`src/rtl/escritor_digitos.sv`:
```
// escritor_digitos: sweeps the display positions, fetches each packed-BCD
// byte from the RTC register controller over a req/ack handshake, and
// writes it to the VGA digit renderer with a one-cycle RD strobe.
//
// Optional feature macro: ESCRITOR_BCD_CHECK_EN. When it is defined, the
// module validates each BCD nibble and zeroes any invalid one.
//
// Ports:
//   reloj      in   system clock, rising edge
//   resetM     in   synchronous active-high reset
//   inicio     in   level enable for sweeps
//   ack_rtc    in   RTC acknowledge, dato_rtc valid in the same cycle
//   dato_rtc   in   RTC byte (packed BCD)
//   req_rtc    out  read request, held until ack or timeout
//   dir_rtc    out  RTC register address of the current position
//   DIR_DATO   out  BCD byte for the renderer
//   POSICION   out  screen position of DIR_DATO
//   RD         out  one-cycle write strobe
//   ocupado    out  high while a sweep is in progress
//   error_rtc  out  sticky error (timeout / invalid BCD)
//
// state   | meaning
// IDLE    | waiting for inicio to start a sweep
// ESPERAR | request outstanding, waiting for ack or timeout
// ESCRITO | RD strobe cycle, then advance position or finish sweep
// PAUSA   | PERIODO idle cycles between sweeps
module escritor_digitos #(
  parameter int N_POS   = 9,
  parameter int PERIODO = 1_000_000,
  parameter int TIMEOUT = 255
) (
  input  logic       reloj,
  input  logic       resetM,
  input  logic       inicio,
  input  logic       ack_rtc,
  input  logic [7:0] dato_rtc,
  output logic       req_rtc,
  output logic [7:0] dir_rtc,
  output logic [7:0] DIR_DATO,
  output logic [3:0] POSICION,
  output logic       RD,
  output logic       ocupado,
  output logic       error_rtc
);

  localparam int PER_W = ($clog2(PERIODO + 1) > 20) ? $clog2(PERIODO + 1) : 20;
  localparam logic [3:0]       LAST_POS = 4'(N_POS - 1);
  localparam logic [7:0]       TO_LIM   = 8'(TIMEOUT);
  localparam logic [PER_W-1:0] PER_LIM  = PER_W'(PERIODO);

  typedef enum logic [1:0] {IDLE, ESPERAR, ESCRITO, PAUSA} estado_t;

  estado_t          estado, estado_d;
  logic [3:0]       pos, pos_d;
  logic [7:0]       cnt_to, cnt_to_d, cnt_to_inc;
  logic [PER_W-1:0] cnt_per, cnt_per_d, cnt_per_inc;
  logic             req_d, rd_d, ocupado_d, error_d;
  logic [7:0]       dir_d, dato_d;
  logic [3:0]       posicion_d;
  logic [7:0]       dato_chk;
  logic             bcd_bad;
  logic             ack_ok;

  function automatic logic [7:0] map_dir(input logic [3:0] p);
    case (p)
      4'd0:    return 8'h21;
      4'd1:    return 8'h22;
      4'd2:    return 8'h23;
      4'd3:    return 8'h24;
      4'd4:    return 8'h25;
      4'd5:    return 8'h26;
      4'd6:    return 8'h41;
      4'd7:    return 8'h42;
      4'd8:    return 8'h43;
      default: return 8'h00;
    endcase
  endfunction

`ifdef ESCRITOR_BCD_CHECK_EN
  logic [7:0] dato_msk;
  always_comb begin
    dato_msk = dato_rtc;
    // hora bytes carry 12/24h flags in [7:6]
    if (pos == 4'd2 || pos == 4'd8) dato_msk[7:6] = 2'b00;
    bcd_bad  = (dato_msk[7:4] > 4'd9) || (dato_msk[3:0] > 4'd9);
    dato_chk = dato_msk;
    if (dato_msk[7:4] > 4'd9) dato_chk[7:4] = 4'd0;
    if (dato_msk[3:0] > 4'd9) dato_chk[3:0] = 4'd0;
  end
`else
  assign dato_chk = dato_rtc;
  assign bcd_bad  = 1'b0;
`endif

  assign ack_ok      = ack_rtc && req_rtc;
  assign cnt_to_inc  = (cnt_to == 8'hFF) ? cnt_to : cnt_to + 8'd1;
  assign cnt_per_inc = cnt_per + PER_W'(1);

  always_ff @(posedge reloj) begin
    if (resetM) begin
      estado    <= IDLE;
      pos       <= 4'd0;
      cnt_to    <= 8'd0;
      cnt_per   <= '0;
      req_rtc   <= 1'b0;
      dir_rtc   <= 8'h00;
      DIR_DATO  <= 8'h00;
      POSICION  <= 4'd0;
      RD        <= 1'b0;
      ocupado   <= 1'b0;
      error_rtc <= 1'b0;
    end else begin
      estado    <= estado_d;
      pos       <= pos_d;
      cnt_to    <= cnt_to_d;
      cnt_per   <= cnt_per_d;
      req_rtc   <= req_d;
      dir_rtc   <= dir_d;
      DIR_DATO  <= dato_d;
      POSICION  <= posicion_d;
      RD        <= rd_d;
      ocupado   <= ocupado_d;
      error_rtc <= error_d;
    end
  end

  always_comb begin
    estado_d   = estado;
    pos_d      = pos;
    cnt_to_d   = cnt_to;
    cnt_per_d  = cnt_per;
    req_d      = req_rtc;
    dir_d      = dir_rtc;
    dato_d     = DIR_DATO;
    posicion_d = POSICION;
    rd_d       = 1'b0;
    ocupado_d  = ocupado;
    error_d    = error_rtc;
    case (estado)
      IDLE: begin
        if (inicio) begin
          pos_d     = 4'd0;
          cnt_to_d  = 8'd0;
          req_d     = 1'b1;
          dir_d     = map_dir(4'd0);
          ocupado_d = 1'b1;
          estado_d  = ESPERAR;
        end
      end
      ESPERAR: begin
        cnt_to_d = cnt_to_inc;
        // ack has priority over a timeout landing in the same cycle
        if (ack_ok) begin
          dato_d     = dato_chk;
          posicion_d = pos;
          rd_d       = 1'b1;
          req_d      = 1'b0;
          if (bcd_bad) error_d = 1'b1;
          estado_d   = ESCRITO;
        end else if (cnt_to_inc >= TO_LIM) begin
          dato_d     = 8'h00;
          posicion_d = pos;
          rd_d       = 1'b1;
          req_d      = 1'b0;
          error_d    = 1'b1;
          estado_d   = ESCRITO;
        end
      end
      ESCRITO: begin
        if (pos != LAST_POS) begin
          pos_d    = pos + 4'd1;
          dir_d    = map_dir(pos + 4'd1);
          req_d    = 1'b1;
          cnt_to_d = 8'd0;
          estado_d = ESPERAR;
        end else begin
          ocupado_d = 1'b0;
          cnt_per_d = '0;
          estado_d  = PAUSA;
        end
      end
      PAUSA: begin
        cnt_per_d = cnt_per_inc;
        if (cnt_per_inc >= PER_LIM) estado_d = IDLE;
      end
      default: estado_d = IDLE;
    endcase
  end

endmodule

```
`config.mk`:
```
export PLATFORM = sky130hd
export DESIGN_NAME = escritor_digitos
export DESIGN_NICKNAME = d
export VERILOG_FILES = /design/src/rtl/escritor_digitos.sv
export SDC_FILE = /design/constraint.sdc
export NUM_CORES = 1
export LEC_CHECK = 0
export CAP_MARGIN = 25
export CORE_ASPECT_RATIO = 0.8
export CORE_MARGIN = 4
export CORE_UTILIZATION = 56
export CTS_CLUSTER_SIZE = 10
export DETAILED_ROUTE_END_ITERATION = 6
export GPL_ROUTABILITY_DRIVEN = 0
export PLACE_DENSITY = 0.8
export SYNTH_ARGS = -nofsm -noshare
export SYNTH_HDL_FRONTEND = slang
export SYNTH_SLANG_ARGS = --single-unit
```
`constraint.sdc`:
```
create_clock -name reloj -period 2.2 [get_ports reloj]
set_clock_uncertainty 0.05 [all_clocks]
set_input_delay 0.22 -clock reloj [delete_from_list [all_inputs] [get_ports reloj]]
set_output_delay 0.22 -clock reloj [all_outputs]
set_load 0.01 [all_outputs]
```
* After elaboration in Yosys (flattened, before gate mapping)
Memory sizes are Yosys's and may differ from the RTL's.
Index checks and enable logic that the tools add are counted.
** Word-level totals
- Bits in writable memories :: 0
- Memories kept :: 1
- Word-level logic and storage cells :: 75
- Input port bits :: 12
- Register bits after elaboration :: 58
- Output and inout port bits :: 24
- Bits in read-only memories :: 80
- Latch bits :: 0
** Memory list
- (name not given) :: depth 16, bits a word 5, read ports 1, clocked after Yosys merged registers in 0, write ports 0, RTL line 65 : case (p)
** Cells by class
- $add $sub $neg :: 3
- Bitwise operators :: 2
- Reduce and logical (&&, ||, !) cells :: 15
- Mux-type cells :: 31
- Multiply operators :: 0
- Shifts and indexed selects :: 0
- Eq/ne operators :: 10
- Divide/modulo/power cells :: 0
- $lt $le $gt $ge :: 2
** Operator list (number)
- $mux W8 :: 7
- $pmux W20 S2 :: 1
- $pmux W8 S3 :: 1
- $add A20 B1 Y20 const B :: 1
- $ge A20 B20 Y1 const B :: 1
- $mux W20 :: 1
- $mux W4 :: 4
- $pmux W8 S2 :: 1
- $reduce_and A3 Y1 :: 5
- $mux W2 :: 5
- $add A8 B1 Y8 const B :: 1
- $eq A8 B8 Y1 const B :: 1
- $ge A8 B8 Y1 const B :: 1
- $ne A2 B2 Y1 const B :: 4
- $pmux W2 S4 :: 1
- $pmux W4 S2 :: 1
- $mux W1 :: 7
- $reduce_bool A2 Y1 :: 3
- $add A4 B1 Y4 const B :: 1
- $eq A2 B2 Y1 const B :: 2
- $ne A4 B4 Y1 const B :: 1
- $reduce_and A2 Y1 :: 2
- $reduce_and A4 Y1 :: 1
- $ne A3 B3 Y1 const B :: 1
- other kinds (8) :: 9

* Depth between registers and ports, before layout
- Depth in word-level cells :: 6
- Gate-level depth with buffers :: 9

* Worst setup path after synthesis
No wires, ideal clock.
- Kind :: flip-flop to flip-flop
- Start :: register cnt_to[0]
- End :: register DIR_DATO[0]
- Arrival time :: 1.864 ns
- Setup slack :: 0.169 ns
- Cell stages (with the launch flop) :: 8
- Path buffers :: 1
- Clock period less this slack :: 2.031 ns
- Setup time :: 0.117 ns
- Path through :: dfxtp_1 > ha_1 > clkbuf_1 > nand3_1 > and3_4 > o31ai_4 > a21oi_4 > a22o_1
** Between the ends
- Cells in the longest elaborated chain, start to end :: 5
- Elaborated cells between the ends (all ways) :: 6
- Those cells by class :: add/sub: 1; order compare: 1; eq/ne: 1; mux: 1; reduce/logical: 2
** RTL lines
- from (decl) :: RTL line 55 : logic [7:0] cnt_to, cnt_to_d, cnt_to_inc;
- from (signal assigned) :: RTL line 115 : cnt_to <= cnt_to_d;
- $add A8 B1 Y8 / $eq A8 B8 Y1 (equally long branches) :: RTL line 96 : assign cnt_to_inc = (cnt_to == 8'hFF) ? cnt_to : cnt_to + 8'd1;
- $mux W8 (*) :: RTL line 96
- $ge A8 B8 Y1 (*) :: RTL line 160 : end else if (cnt_to_inc >= TO_LIM) begin
- $reduce_bool A2 Y1 (no source line) (*)
- $reduce_and A2 Y1 (no source line) (*)
- to (signal assigned) :: RTL line 119 : DIR_DATO <= dato_d;
- to (decl) :: RTL line 39 : output logic [7:0] DIR_DATO,
Every way passes the cells marked *; elsewhere a longest branch is shown, timed or not.
A chain may end at the register's enable or synchronous reset.

* Final worst setup path
- Start :: register cnt_to[1]
- End :: register POSICION[2]
** Between the ends
- Cells in the longest elaborated chain, start to end :: 5
- Elaborated cells between the ends (all ways) :: 6
- Those cells by class :: add/sub: 1; order compare: 1; eq/ne: 1; mux: 1; reduce/logical: 2
** RTL lines
- $add A8 B1 Y8 / $eq A8 B8 Y1 (equally long branches) :: RTL line 96
- $mux W8 (*) :: RTL line 96
- $ge A8 B8 Y1 (*) :: RTL line 160
- $reduce_bool A2 Y1 (no source line) (*)
- $reduce_and A2 Y1 (no source line) (*)
- to (signal assigned) :: RTL line 120 : POSICION <= posicion_d;
- to (decl) :: RTL line 40 : output logic [3:0] POSICION,
Marks and branches as above.

==> qor.log <==
[place] port bufs 32
[finish] layout cell share with drive strength beyond 1 10.5%
[timing] Max Fclk 475 MHz
[clock_network] post-CTS resize count 0
[clock_network] number of post-CTS setup repair buffers 0
[detailed_routing] vias after detailed routing 2985
[global_routing] number of antenna violations at the first check in global routing 0
[clock_network] Worst-path clk slew 0.10 ns
[place] placed cell count 466
[run_status] run status complete, no violations
[timing] total count of hold-check failures in the final report 0
[synth] cell area after technology mapping 3080 um2
[timing] final setup violation count 0
[synth] count of warnings emitted by yosys 0
[setup_path] required time reported for the critical path endpoint 2.39 ns
[synth] top post-synthesis cells by count 55 x dfxtp_1, 39 x a21oi_1, 39 x nor2_1
[clock_network] Max Buffers Root-to-Sink 2
[synth] Cell variety after synth 62
[floorplan] Die Area 6760 um2
[hold_path] path category of the worst min-delay check input port to flop
[floorplan] die boundary width 91.0 um
[finish] number of nets in the layout 429
[power] total power divided by cell area 516 nW/um2
[flow_run] number of max-cap violations 0
[timing] minimum clock period 2.10 ns
[synth] adder-cell share of the synthesized area 2.44%
[synth] fraction of synthesized area in multiplexers 0.771%
[synth] area share of xor/xnor cells in the synthesized design 1.42%
[setup_path] capturing element type of the critical path flop
[synth] instance count of the mapped netlist 385
[clock_network] cell chosen for the clock root clkbuf_8
[finish] post-layout instance count excluding filler cells 473
[setup_path] reg2reg path depth 8
[timing] slew of the pin with the lowest slew margin 0.846 ns
[floorplan] Initial Utilization 59.5%
[global_routing] largest net degree at the start of global routing 36
[synth] sequential fraction of the synthesis area 35.7%
[detailed_routing] via count normalized by instance count 6.31
[detailed_routing] number of antenna-violating nets in the routed design 0
[setup_path] Reg-to-Reg End POSICION[2]
[timing] setup repair after global routing missed its margin no
[setup_path] setup slack on the worst flop-to-flop path 0.1 ns
[setup_path] category of the worst setup path launch point flop
[hold_path] Worst Min Path Start resetM
[timing] fraction of the cycle the final worst path needs 95.7%
[synth] asr flop ratio synth 0%
[place] hpwl dp 5430 um
[power] maximum ir drop on the vdd rail 0.352 mV
[detailed_routing] detailed-routing iteration count for the pre-antenna-repair pass 4
[setup_path] worst setup path start cnt_to[1]
[clock_network] deepest level of the CTS H-tree 2
[synth] number of enable-type register cells in the synthesized netlist 0
[global_routing] final global-route overflow total 0
[synth] simple-gate share of the synthesized area 26.7%
[detailed_routing] drt initial violations 227
[power] leakage power figure 1.23 nW
[clock_network] number of buffers created by CTS 5
[timing] Max Transition Viols Final 0
[detailed_routing] routed wire length 7640 um
[synth] dominant combinational cell family by area after synthesis compound AO/OA/AOI/OAI gates
[floorplan] number of top-level design ports 36
[synth] average cell area after synthesis 8.01 um2
[global_routing] Tot GR Track Use 22.8%
[detailed_routing] DRC Markers 0
[clock_network] clock latency on the worst-skew pair 0.31 ns
[timing] Fin Setup TNS 0 ns
[floorplan] chip height 74.4 um
[clock_network] number of clock sinks seen by CTS 55
[hold_path] depth of the worst hold-timing path 2
[setup_path] data arrival time at the worst-slack endpoint 2.29 ns
[synth] leading register cell type out of synthesis dfxtp_1
[clock_network] CTS tree yes
[setup_path] class of the most critical setup path flop to flop
[synth] cell taking the most area after synthesis dfxtp_1
[finish] count of inserted antenna diode cells 0
[synth] Compound-Gate Fraction of Synth Area 27.0%
[finish] layout overhead on the synthesized area 16.0%
[synth] Area contributors post-synth dfxtp_1 36%, a21oi_1 6.3%, nor2_1 4.7%, nand2_1 3.4%, o21ai_0 3.4%
[synth] flip-flop and latch count after synthesis 55
[detailed_routing] detailed-route wire length per cell 16.1 um
[global_routing] first-pass GRT wire length 12600 um
[floorplan] standard-cell row count 23
[timing] Relative slew margins 43.1%
[floorplan] area of the core 5180 um2
[global_routing] vias in the first global route 2666
[hold_path] Hold EP cnt_to[1]
[setup_path] maximum fanout along the worst path 5
[synth] most numerous cell in the Yosys netlist dfxtp_1
[synth] post-synth top area share 35.7%
[clock_network] number of hold buffers added after CTS 0
[setup_path] beginning of the worst register-to-register path cnt_to[1]
==> report_power, final <==
part           switching [mW]  internal, mW  leakage [nW]  total [mW]
Clock                   0.322         0.334        0.0513       0.657
Combinational          0.0868        0.0765         0.735       0.163
Sequential             0.0171          1.01         0.446        1.03
==> sequential cells by signal, indices dropped and copies added (netlist names) <==
register   count
cnt_per       20
DIR_DATO       8
cnt_to         8
dir_rtc        5
POSICION       4
pos            4
estado         2
RD             1
error_rtc      1
ocupado        1
req_rtc        1
==> placed cells by master, fill, tap and decap left out, drive strengths merged, types with 5 or more instances in the layout <==
cell           instances
a211oi                 5
a21oi                 40
a22o                   8
a22oi                  5
a311oi                 5
a31oi                  8
and2                   8
and3                   7
and4                   5
buf                   20
clkbuf                 6
clkdlybuf4s50         31
dfxtp                 55
ha                     6
nand2                 28
nand2b                 9
nand3                 16
nand3b                 5
nand4                  6
nand4b                 6
nor2                  39
nor3                  13
o21ai                 26
==> cells by family after synthesis <==
| logic type | count (synthesis) |
|---|---|
| flops | 55 |
| xor+xnor | 5 |
| fa+ha+maj | 6 |
| other cells | 1 |
| buf+inv | 37 |
| compound gates | 124 |
| simple gates | 155 |
| mux | 2 |
==> stage by stage <==
stage / area (um2) / total power [mW] / hold WS, ns / utilization (%) / setup WS, ns
after floorplan: 3090 / 1.14 / 0.303 / - / 0.169
after global placement: 3460 / 1.21 / 0.400 / 66.8 / 0.151
after detailed placement: 3460 / 1.21 / 0.400 / 66.8 / 0.0342
after CTS: 3560 / 1.85 / 0.236 / 68.7 / 0.0115
after global routing: 3580 / 1.90 / 0.235 / 69.1 / 0.0104
final: 3580 / 1.85 / 0.233 / 69.1 / 0.0954
==> metal layers <==
layer	vias to the layer above	track usage (%)	part of all wire, %
met4	0	8.70	1.6
met3	15	3.24	5.9
li1	1455	-	-
met1	1418	32.4	47
met2	97	35.6	46
met5	-	0	0
==> area by class of cell <==
class                      count  area, um2
multi-input combinational    295       1820
fill                         422       1600
sequential                    55       1100
timing repair buffer          51        458
tap                           62       77.6
clock buffer                   6       72.6
clock inverter                 1       30.0
inverter                       3       11.3
==> worst max-delay path, stage by stage, from the launching register on <==
cell	delay [ns]
dfxtp_1	0.36
ha_2	0.35
nor3b_2	0.17
nand3_1	0.10
and3_4	0.20
o31ai_4	0.39
buf_4	0.20
nand4b_1	0.09
o21ai_1	0.11
==> worst max-delay path by stage <==
stage | end | slack (ns) | depth (start not counted)
3_3_place_gp | DIR_DATO[7] | 0.15 | 7
4_1_cts | DIR_DATO[2] | 0.01 | 7
2_1_floorplan | DIR_DATO[0] | 0.17 | 7
3_5_place_dp | DIR_DATO[2] | 0.03 | 7
6_report | POSICION[2] | 0.1 | 8
5_1_grt | POSICION[2] | 0.01 | 8
Power figures use the tool's default switching activity.
